[src/rtl/toggle_counting_if.sv]
// Data-side bundle for the toggle counter: parallel load word, shift
// controls, serial input and the combinational toggle count.
interface toggle_counting_if #(
    parameter int n = 64,
    parameter int h = 8
);
    logic [n-1:0] par_in;
    logic         mode;
    logic         load;
    logic         D;
    logic [h-1:0] out;

    // Driver side: supplies data and controls, observes the count
    modport master (
        output par_in,
        output mode,
        output load,
        output D,
        input  out
    );

    // Counter side: consumes data and controls, produces the count
    modport slave (
        input  par_in,
        input  mode,
        input  load,
        input  D,
        output out
    );
endinterface

[src/rtl/toggle_counting.sv]
// Shift register with parallel load that continuously reports how many
// adjacent bit pairs differ (a transition-density monitor). The count is
// purely combinational on the register, so it follows the new contents in
// the same cycle as the edge that produced them.
module toggle_counting #(
    parameter int n = 64,
    parameter int h = 8
) (
    input  logic              clock,
    input  logic              reset,
    toggle_counting_if.slave  bus
);

    logic [n-1:0] r_q;
    logic [n-1:0] r_d;
    logic [n-2:0] diff_d;
    logic [h-1:0] count_d;

    // Next register value: load beats shifting; otherwise shift every cycle
    always_comb begin
        r_d = r_q;
        if (bus.load) begin
            r_d = bus.par_in;
        end else if (bus.mode) begin
            r_d = {bus.D, r_q[n-1:1]};
        end else begin
            r_d = {r_q[n-2:0], bus.D};
        end
    end

    // Register state; an asserted reset wipes all data immediately
    always_ff @(posedge clock or negedge reset) begin
        if (!reset) begin
            r_q <= '0;
        end else begin
            r_q <= r_d;
        end
    end

    // Popcount of neighbour differences; accumulating in h bits wraps
    // modulo 2^h if the output has been sized too narrow
    always_comb begin
        diff_d  = r_q[n-1:1] ^ r_q[n-2:0];
        count_d = '0;
        for (int i = 0; i < n - 1; i++) begin
            count_d = count_d + h'(diff_d[i]);
        end
    end

    assign bus.out = count_d;

endmodule

[src/flat_wrapper.sv]
// flat-port wrapper written by rule: the top's interface ports become plain ports
module toggle_counting_flat 
#(
    parameter int n = 64,
    parameter int h = 8
)
  (clock, reset, bus_par_in, bus_mode, bus_load, bus_D, bus_out);
  toggle_counting_if #(.n(n), .h(h)) bus_i ();
  input  logic clock;
  input  logic reset;
  input wire logic [$bits(bus_i.par_in)-1:0] bus_par_in;
  input wire logic [$bits(bus_i.mode)-1:0] bus_mode;
  input wire logic [$bits(bus_i.load)-1:0] bus_load;
  input wire logic [$bits(bus_i.D)-1:0] bus_D;
  output wire logic [$bits(bus_i.out)-1:0] bus_out;
  assign bus_i.par_in = bus_par_in;
  assign bus_i.mode = bus_mode;
  assign bus_i.load = bus_load;
  assign bus_i.D = bus_D;
  assign bus_out = bus_i.out;
  toggle_counting #(.n(n), .h(h)) u_core (.clock(clock), .reset(reset), .bus(bus_i));
endmodule
[config.mk]
export PLATFORM = sky130hd
export DESIGN_NAME = toggle_counting_flat
export DESIGN_NICKNAME = d
export VERILOG_FILES = /design/src/rtl/toggle_counting_if.sv /design/src/rtl/toggle_counting.sv /design/src/flat_wrapper.sv
export SDC_FILE = /design/constraint.sdc
export NUM_CORES = 1
export LEC_CHECK = 0
export ABC_CLOCK_PERIOD_IN_PS = 8300
export CAP_MARGIN = 20
export CORE_AREA = 8 8 104 106
export CTS_BUF_LIST = sky130_fd_sc_hd__clkbuf_8
export DETAILED_ROUTE_END_ITERATION = 12
export DIE_AREA = 0 0 112 114
export GPL_ROUTABILITY_DRIVEN = 1
export PLACE_DENSITY = 0.86
export SYNTH_ARGS = -nofsm -noshare
export SYNTH_HDL_FRONTEND = slang
export SYNTH_SLANG_ARGS = --single-unit
[constraint.sdc]
create_clock -name clock -period 8.3 [get_ports clock]
set_input_delay 0.83 -clock clock [delete_from_list [all_inputs] [get_ports clock]]
set_output_delay 0.83 -clock clock [all_outputs]
set_load 0.1 [all_outputs]
Word-level counts from Yosys, hierarchy flattened:

Index checks and enable logic that the tools add are counted.
Widths: inputs -> output; s select.

* input bits: 69
* latch bits: 0
* output and inout bits: 8
* word-level logic and storage cells: 66
* bits in writable memories: 0
* bits in read-only memories: 0
* memories: 0
* bits in registers: 64

* $add $sub $neg: 62
* bitwise gates (word level): 1
* multiplexer cells: 2
* multipliers: 0
* eq/ne operators: 0
* div/mod/pow operators: 0
* shift-type cells: 0
* order comparisons: 0
* reductions and logical operators: 0

Operator list (number)
* $add 8x1->8: 61
* $mux 64: 2
* $xor 63x63->63: 1
* $add 1x1->2: 1

Longest topological paths before layout:

* depth after elaboration: 63
* depth in mapped cells: 20
* gate-level depth less buffers: 20

Least setup slack after synthesis:

No wires, ideal clock.

* path kind: reg-to-output
* start point: reg u_core.r_q[2]
* end point: out bus_out[5]
* data arrival time: 8.856 ns
* setup slack: -1.386 ns
* cell stages (with the launch flop): 19
* cell sequence: dfrtp_1 xor2_1 ha_1 inv_1 fa_1 fa_1 inv_1 fa_1 fa_1 fa_1 fa_1 fa_1 inv_1 fa_1 inv_1 ha_1 a211oi_1 nor4b_1 a2111oi_1

* word-level cells in the longest chain between the ends: 63

RTL lines
* from (decl): line toggle_counting.sv:14 `logic [n-1:0] r_q;`
* from (signal assigned): line toggle_counting.sv:36 `r_q <= r_d;`
* $xor 63x63->63 (*): line toggle_counting.sv:43 `diff_d = r_q[n-1:1] ^ r_q[n-2:0];`
* $add 1x1->2: line toggle_counting.sv:46 `count_d = count_d + h'(diff_d[i]);`
* $add 8x1->8 (*) (61 in series): line toggle_counting.sv:46
* to (decl): line flat_wrapper.sv:15 `output wire logic [$bits(bus_i.out)-1:0] bus_out;`

Mark *: on every way between the ends. The rest lies on a longest branch, timed or not.

Final worst setup path:

Same ends and word-level chain as after synthesis.

==> results.py <==
metrics = {
    "logic_synthesis": {
        "syn_inst": 486,
        "synth_ff_type": "dfrtp_1",
        "synthTopCellsByArea": "dfrtp_1, fa_1, mux2i_1, xnor2_1, o21ai_1",
        "yosysSeqAreaShare": 0.314,
        "synth_top_area_cell": "dfrtp_1",
        "async_flop_share": 1.00,
        "synth_top_cell_area_share": 0.314,
        "ys_warn_count": 0,
        "synth_cell_types": 28,
        "syn_area_mm2": 0.00509,
        "synth_edf_count": 0,
        "syn_nets": 625,
        "ys_ff_latch": 64,
        "synth_commonest_cells": "dfrtp_1, mux2i_1, nand2_1",
        "avgSynthCellArea_um2": 10.5,
    },
    "timing": {
        "setup_violations": 0,
        "fmax_mhz": 129,
        "finalSetupTns_ns": 0,
        "slew_headroom": 0.303,
        "finalCritPeriodShare": 0.937,
        "hold_viol": 0,
        "drv_slew": 0,
        "worst_pin_slew_ns": 1.05,
        "finClkSkew_ns": 0.0112,
        "min_period_ns": 7.78,
        "holdWs_ns": 0.620,
        "rsz0062_at_grt": "no",
    },
    "route": {
        "routed_via_density": 5.21,
        "ant_nets": 0,
        "vias": 3481,
        "drt-total-wl_um": 10500,
        "drc": 0,
        "initialDrtViolationCount": 136,
        "firstDrtPassIters": 4,
        "routedWlPerCell_um": 15.8,
    },
    "clock_network": {
        "path_clk_slew_ns": 0.08,
        "cts_num_sinks": 64,
        "htreeDepth": 3,
        "clk_path_buf_depth": 2,
        "clk-insertion-delay-late_ns": 0.35,
        "cts_tree": "built",
        "postCtsSetupBuffers": 0,
        "numCtsBuffers": 9,
        "root_buffer": "clkbuf_8",
        "cts_resized": 0,
        "cts_hold_buf": 0,
    },
    "finish": {
        "top_register": "u_core.r_q",
        "diodes": 0,
        "drive_gt1_frac": 0.0521,
        "reg_top3": "u_core.r_q: 64 flops",
        "syn_to_final_growth_pct": 18.8,
        "nFillCells": 713,
        "largest_reg_flops": 64,
        "nets": 691,
    },
    "worst_setup_path": {
        "cp_common_cell": "fa_1",
        "cp_cell_sequence": "xor2_1 > ha_1 > inv_1 > fa_1 > fa_1 > inv_1 > fa_1 > fa_1 > fa_1 > fa_1 > fa_1 > inv_1 > fa_1 > inv_1 > ha_1 > a211oi_1 > nor4b_1 > a2111oi_2 > buf_4",
        "arrival_ns": 6.95,
        "slowest_stage": "fa_1",
        "cp_max_fo": 4,
        "worstSetupPathType": "reg -> out",
        "cp-start-kind": "flip-flop",
        "cp_slowest_stage_delay_ns": 0.57,
        "end_kind": "output port",
        "cp_data_required_time_ns": 7.47,
    },
    "placement": {
        "place_hpwl_um": 7990,
        "numPortBuffers": 75,
        "gp_congestion": 0.826,
    },
    "die": {
        "core_mm2": 0.00911,
        "start_util": 0.559,
        "die_height_um": 114,
        "die_w_um": 112,
        "std_cell_rows": 35,
        "die_area_mm2": 0.0128,
        "io_pins": 77,
    },
    "grt": {
        "antenna_found_initial": 0,
        "grt_overflow_total": 0,
        "grt_pass1_vias": 3907,
        "track_usage": 0.177,
        "grt_max_degree": 129,
        "grt_pass1_wl_um": 18300,
    },
    "flow_run": {
        "maxCapViolations": 0,
    },
    "min_path": {
        "hold_path.class": "reg -> reg",
    },
    "status": {
        "outcome": "finished clean",
    },
}
-- metal layers --
| metal | vias to the layer above | wire (µm) | global-route usage |
|---|---|---|---|
| li1 | 1692 | - | - |
| met1 | 1709 | 4570 | 0.215 |
| met2 | 67 | 5370 | 0.310 |
| met3 | 13 | 436 | 0.0296 |
| met4 | 0 | 167 | 0.0647 |
| met5 | - | 0 | 0 |
-- cell type report --
type / instances / area, µm² / share of cell area
inverter: 55 / 206 / 0.0341
tap: 111 / 139 / 0.0230
sequential: 64 / 1600 / 0.265
clock inverter: 6 / 37.5 / 0.00620
timing repair buffer: 77 / 751 / 0.124
multi-input combinational: 345 / 3180 / 0.525
clock buffer: 10 / 138 / 0.0228
-- critical path, delay by kind of cell (launching register included) --
| family | cells | cell delay [ns] |
|---|---|---|
| fa+ha+maj | 10 | 4.53 |
| xor+xnor | 1 | 0.18 |
| buf+inv | 5 | 0.65 |
| compound gates | 2 | 0.70 |
| simple gates | 1 | 0.12 |
| flops | 1 | 0.43 |
-- placed cells by master (no fill, tap or decap), types with 2 or more instances in the layout --
cell type / instances
clkdlybuf4s50_1: 65
mux2i_1: 64
nand2_1: 64
dfrtp_1: 64
inv_1: 57
xnor2_1: 54
fa_1: 53
o21ai_1: 52
ha_1: 17
o21ai_0: 13
xor2_1: 11
clkbuf_8: 10
buf_4: 10
a21oi_1: 3
a211oi_1: 2
clkinv_4: 2
-- cell families after synthesis --
family / Yosys count / share of synthesized area
fa+ha+maj: 70 / 0.250
flops: 64 / 0.314
compound gates: 78 / 0.0833
buf+inv: 77 / 0.0627
mux: 64 / 0.126
other cells: 1 / 0.000736
xor+xnor: 65 / 0.112
simple gates: 67 / 0.0511
-- metrics by stage --
step	area [µm²]	worst slack, ns	util	std cells
after global routing	6050	0.232	0.664	668
after CTS	6030	0.488	0.662	667
after global placement	5850	1.04	0.643	651
after floorplan	5100	0.00217	-	486
final	6050	0.521	0.664	668
after detailed placement	5850	0.882	0.643	651
-- worst paths after layout --
| check | cells past startpoint | start | slack [ns] | to |
|---|---|---|---|---|
| setup / recovery | 19 | u_core.r_q[2]$_DFF_PN0_ | 0.52 | bus_out[5] |
| hold / removal | 2 | u_core.r_q[63]$_DFF_PN0_ | 0.62 | u_core.r_q[62]$_DFF_PN0_ |
| min in group asynchronous | 2 | reset | 0.65 | u_core.r_q[15]$_DFF_PN0_ |
| hold reg to reg | 2 | u_core.r_q[63]$_DFF_PN0_ | 0.62 | u_core.r_q[62]$_DFF_PN0_ |
| setup reg to reg | 2 | u_core.r_q[36]$_DFF_PN0_ | 7.42 | u_core.r_q[37]$_DFF_PN0_ |
| max in group asynchronous | 2 | reset | 7.13 | u_core.r_q[54]$_DFF_PN0_ |
Power is left out: the tool's default activity adds up to more than one toggle a clock period on the data nets, which glitch-free logic cannot reach.
